[src/rtl/data_bus_if.sv]
// Memory-stage to Wishbone-style bus bridge; optional BUSY timeout under DBUS_TIMEOUT_EN.
// Latency: request edge plus ack cycle (2 min); backpressure: stallreq_o holds the pipe until ack.
module data_bus_if (
   input  logic        clk,
   input  logic        rst,
   input  logic        cpu_ce_i,
   input  logic        cpu_we_i,
   input  logic [31:0] cpu_addr_i,
   input  logic [3:0]  cpu_sel_i,
   input  logic [31:0] cpu_data_i,
   output logic [31:0] cpu_data_o,
   input  logic        flush_i,
   input  logic        pipe_stall_i,
   output logic        stallreq_o,
   output logic        bus_cyc_o,
   output logic        bus_stb_o,
   output logic        bus_we_o,
   output logic [31:0] bus_adr_o,
   output logic [31:0] bus_dat_o,
   output logic [3:0]  bus_sel_o,
   input  logic [31:0] bus_dat_i,
   input  logic        bus_ack_i,
   output logic        bus_err_o
);

   typedef enum logic [1:0] {IDLE, BUSY, WAIT_STALL} state_t;

   state_t      state, state_nxt;
   logic [31:0] rd_buf;
   logic        acc_we;
   logic        start, end_cyc, capture, tmo;

`ifdef DBUS_TIMEOUT_EN
   logic [7:0] tmo_cnt;

   // Counter holds the number of earlier ack-less BUSY cycles; 254 means this is the 255th.
   always_ff @(posedge clk) begin
      if (rst || state != BUSY || bus_ack_i)
         tmo_cnt <= 8'd0;
      else
         tmo_cnt <= tmo_cnt + 8'd1;
   end

   assign tmo = (state == BUSY) && !bus_ack_i && !flush_i && (tmo_cnt == 8'd254);
`else
   assign tmo = 1'b0;
`endif

   assign bus_err_o = tmo & ~rst;

   always_ff @(posedge clk) begin
      if (rst)
         state <= IDLE;
      else
         state <= state_nxt;
   end

   always_comb begin
      state_nxt  = state;
      stallreq_o = 1'b0;
      cpu_data_o = 32'd0;
      start      = 1'b0;
      end_cyc    = 1'b0;
      capture    = 1'b0;
      case (state)
         IDLE: begin
            if (cpu_ce_i && !flush_i) begin
               stallreq_o = 1'b1;
               start      = 1'b1;
               state_nxt  = BUSY;
            end
         end
         BUSY: begin
            if (flush_i) begin
               end_cyc   = 1'b1;
               state_nxt = IDLE;
            end else if (bus_ack_i) begin
               end_cyc = 1'b1;
               if (!acc_we) begin
                  cpu_data_o = bus_dat_i;
                  capture    = 1'b1;
               end
               state_nxt = pipe_stall_i ? WAIT_STALL : IDLE;
            end else if (tmo) begin
               end_cyc   = 1'b1;
               state_nxt = IDLE;
            end else begin
               stallreq_o = 1'b1;
            end
         end
         WAIT_STALL: begin
            if (flush_i) begin
               state_nxt = IDLE;
            end else begin
               // Writes never expose rd_buf, which still holds an older read.
               if (!acc_we)
                  cpu_data_o = rd_buf;
               if (!pipe_stall_i)
                  state_nxt = IDLE;
            end
         end
         default: state_nxt = IDLE;
      endcase
      if (rst) begin
         stallreq_o = 1'b0;
         cpu_data_o = 32'd0;
      end
   end

   always_ff @(posedge clk) begin
      if (rst) begin
         bus_cyc_o <= 1'b0;
         bus_stb_o <= 1'b0;
         bus_we_o  <= 1'b0;
         bus_adr_o <= 32'd0;
         bus_dat_o <= 32'd0;
         bus_sel_o <= 4'd0;
         acc_we    <= 1'b0;
         rd_buf    <= 32'd0;
      end else begin
         if (start) begin
            bus_cyc_o <= 1'b1;
            bus_stb_o <= 1'b1;
            bus_we_o  <= cpu_we_i;
            bus_adr_o <= cpu_addr_i;
            bus_dat_o <= cpu_data_i;
            bus_sel_o <= cpu_sel_i;
            acc_we    <= cpu_we_i;
         end else if (end_cyc) begin
            bus_cyc_o <= 1'b0;
            bus_stb_o <= 1'b0;
            bus_we_o  <= 1'b0;
         end
         if (capture)
            rd_buf <= bus_dat_i;
      end
   end

endmodule

[config.mk]
export PLATFORM = sky130hd
export DESIGN_NAME = data_bus_if
export DESIGN_NICKNAME = d
export VERILOG_FILES = /design/src/rtl/data_bus_if.sv
export SDC_FILE = /design/constraint.sdc
export NUM_CORES = 1
export LEC_CHECK = 0
export BUFFER_PORTS_ARGS = -buffer_cell sky130_fd_sc_hd__buf_2
export CORE_MARGIN = 4
export CORE_UTILIZATION = 49
export DETAILED_ROUTE_END_ITERATION = 10
export PLACE_DENSITY = 0.86
export SLEW_MARGIN = 40
export SYNTH_ARGS = -nofsm -noshare
export SYNTH_HDL_FRONTEND = slang
export SYNTH_SLANG_ARGS = --single-unit
[constraint.sdc]
create_clock -name clk -period 2.6 [get_ports clk]
set_clock_uncertainty 0.1 [all_clocks]
set_input_delay 0.13 -clock clk [delete_from_list [all_inputs] [get_ports clk]]
set_output_delay 0.13 -clock clk [all_outputs]
set_load 0.02 [all_outputs]
==> results.py <==
metrics = {
    "synth": {
        "synth_seq_cells": 105,
        "postSynthAreaPerCell_um2": 7.52,
        "synthTopCellsByArea": "dfxtp_1, nand2_1, a21oi_1, buf_2, clkbuf_1",
        "yosys.area.top_type": "dfxtp_1",
        "ys_warn_count": 0,
        "synth_top_cells_by_count": "nand2_1, a21oi_1, dfxtp_1",
        "synth_flop_cell": "dfxtp_1",
        "yosysMostFrequentCell": "nand2_1",
        "ys_seq_area_share_pct": 51.2,
        "synth.distinct_cells": 26,
        "synth_edf_count": 0,
        "synth_top_area_share_pct": 51.2,
        "netlist_area_um2": 4110,
        "synth-async-reset-ratio_pct": 0,
        "syn_inst": 546,
        "synth_fp_nets": 657,
    },
    "worst_setup_path": {
        "r2r-start": "state[1]",
        "reg2reg_slack_ps": 480,
        "cp-end-kind": "output port",
        "arrival_ps": 2150,
        "cp-startpoint": "state[1]",
        "cp_max_fo": 32,
        "start_kind": "flip-flop",
        "r2r_end": "bus_adr_o[11]",
        "endpoint": "cpu_data_o[7]",
        "path_class": "flip-flop to output port",
        "required_ps": 2370,
        "rr_worst_depth": 6,
    },
    "route": {
        "firstDrtPassIters": 6,
        "vias": 4996,
        "post-route-drc-count": 0,
        "vias_per_cell": 5.29,
        "drtIter0Drc": 271,
        "drt_wl_total_mm": 15.2,
        "ant_nets": 0,
        "wl_per_cell_um": 16.1,
    },
    "clock_tree": {
        "clkLatencyLatePin_ps": 350,
        "cts_tree": "done",
        "cts_resized": 0,
        "clkTransAtPathRegs_ps": 90,
        "post-cts-setup-buffers": 0,
        "cts_sinks": 105,
        "root_buffer": "clkbuf_8",
        "numCtsBuffers": 9,
        "htreeDepth": 3,
        "cts.path.max_buffers": 2,
    },
    "timing": {
        "fmax_ghz": 0.420,
        "rsz0062_at_grt": "no",
        "finalSetupViolCount": 0,
        "setup-tns-final_ps": 0,
        "slew_viol_final": 0,
        "hold_viol": 0,
        "maxSlewHeadroom_pct": 55.0,
        "fin_crit_sh_pct": 91.5,
        "period_needed_ps": 2380,
        "tightest_slew_ps": 675,
    },
    "die": {
        "coreArea_um2": 8180,
        "die_y_um": 99.5,
        "rows": 33,
        "ios": 212,
        "dieArea_um2": 9910,
        "start_util_pct": 50.2,
        "die_w_um": 99.5,
    },
    "grt": {
        "grt_pass1_vias": 5160,
        "grt_max_degree": 70,
        "antenna_found_initial": 0,
        "grt_pass1_wl_mm": 24.2,
        "grt.total_usage_pct": 30.1,
        "overflow": 0,
    },
    "run": {
        "maxCapViolations": 0,
    },
    "outcome": {
        "status": "finished clean",
    },
    "worst_hold_path": {
        "hp-class": "primary input to flip-flop",
    },
    "final_layout": {
        "nets": 946,
        "final_layout_size_suffix_gt1_share_pct": 28.5,
        "nFillCells": 495,
        "final_util_pct": 78.2,
        "areaGrowthSynthToFinish_pct": 55.7,
    },
    "power": {
        "power.density_nw_per_um2": 565,
        "peakVddDrop_uv": 418,
        "leakage_nw": 2.82,
    },
    "placed_design": {
        "dp_hpwl_mm": 8.19,
        "place.gp.congestion": 0.811,
        "port_buffers": 210,
    },
}
-- cell type report --
type / instances / area [um2] / area share [%]
Tap cell: 105 / 131 / 2.05
Clock buffer: 12 / 165 / 2.58
Inverter: 2 / 7.51 / 0.117
Clock inverter: 3 / 47.5 / 0.744
Antenna cell: 1 / 2.50 / 0.0391
Sequential cell: 105 / 2100 / 32.9
Multi-Input combinational cell: 396 / 1800 / 28.1
Timing Repair Buffer: 321 / 2140 / 33.5
-- where the power goes --
group | internal, W | total, W | switching (W) | leakage, nW
combinational | 0.000327 | 0.000786 | 0.000458 | 1.85
sequential | 0.00171 | 0.00177 | 0.0000582 | 0.854
clock | 0.000525 | 0.00106 | 0.000536 | 0.109
-- cell usage in the layout (no fill, tap or decap), types with 2 or more instances in the layout --
cell / synthesis / layout
buf_2: 24 / 209
ha_1: 4 / 4
nand2_1: 234 / 234
a21oi_1: 135 / 135
nand2b_1: 4 / 4
nor2_1: 3 / 3
buf_4: 2 / 11
clkbuf_8: 0 / 12
dfxtp_1: 105 / 105
dlygate4sd3_1: 0 / 101
nor2b_1: 2 / 2
inv_1: 2 / 2
-- state kept, by name, summed over array words and instances, names as in the netlist --
signal     count
acc_we         1
bus_adr_o     32
bus_dat_o     32
bus_sel_o      4
bus_stb_o      1
bus_we_o       1
rd_buf        32
state          2
-- critical path, stage by stage (launching register included) --
cell	delay, ps
dfxtp_1	330
inv_1	130
ha_1	240
nor4bb_4	200
buf_4	360
nand2_1	140
a21oi_1	190
buf_2	210
-- how the worst min path moves through the flow --
stage,from,depth (start not counted),end
after floorplan,cpu_addr_i[0],2,bus_adr_o[0]
after global placement,cpu_addr_i[31],3,bus_adr_o[31]
after detailed placement,cpu_addr_i[28],3,bus_adr_o[28]
after CTS,pipe_stall_i,3,state[1]
after global routing,pipe_stall_i,3,state[1]
final,pipe_stall_i,3,state[1]
-- through the flow --
step           power (W)  hold slack, ps  setup WS, ps  area, um2  cells
3_3_place_gp     0.00241             270           713       5170    828
3_5_place_dp     0.00243             276           567       5170    828
6_report         0.00361            32.7           221       6390    945
4_1_cts          0.00360            4.07           257       6390    944
5_1_grt          0.00376            14.4          59.9       6390    944
2_1_floorplan    0.00220             166           878       4110    546
-- logic make-up (layout without fill, tap and decap cells) --
group                      Yosys count  in the layout  synth area share [%]
and+or+nand+nor                    251            251                  24.3
AOI/OAI and AO/OA                  139            139                  17.4
DFF                                105            105                  51.2
buffers and inverters               45            338                  5.58
adders and majority gates            4              4                  1.22
other                                1              2                0.0913
muxes                                1              1                 0.244
-- layer usage --
layer / global-route usage, % / wire (um) / part of all wire, %
met5: 0 / 0 / 0
met3: 6.87 / 1290 / 8.5
met4: 16.2 / 732 / 4.8
met2: 54.9 / 7830 / 52
met1: 31.9 / 5330 / 35
-- timing repair --
action / CTS / global route
setup endpoints to repair: 0 / 0
hold endpoints to repair: 102 / 0
hold buffers: 101 / 0
Power figures use the tool's default switching activity.
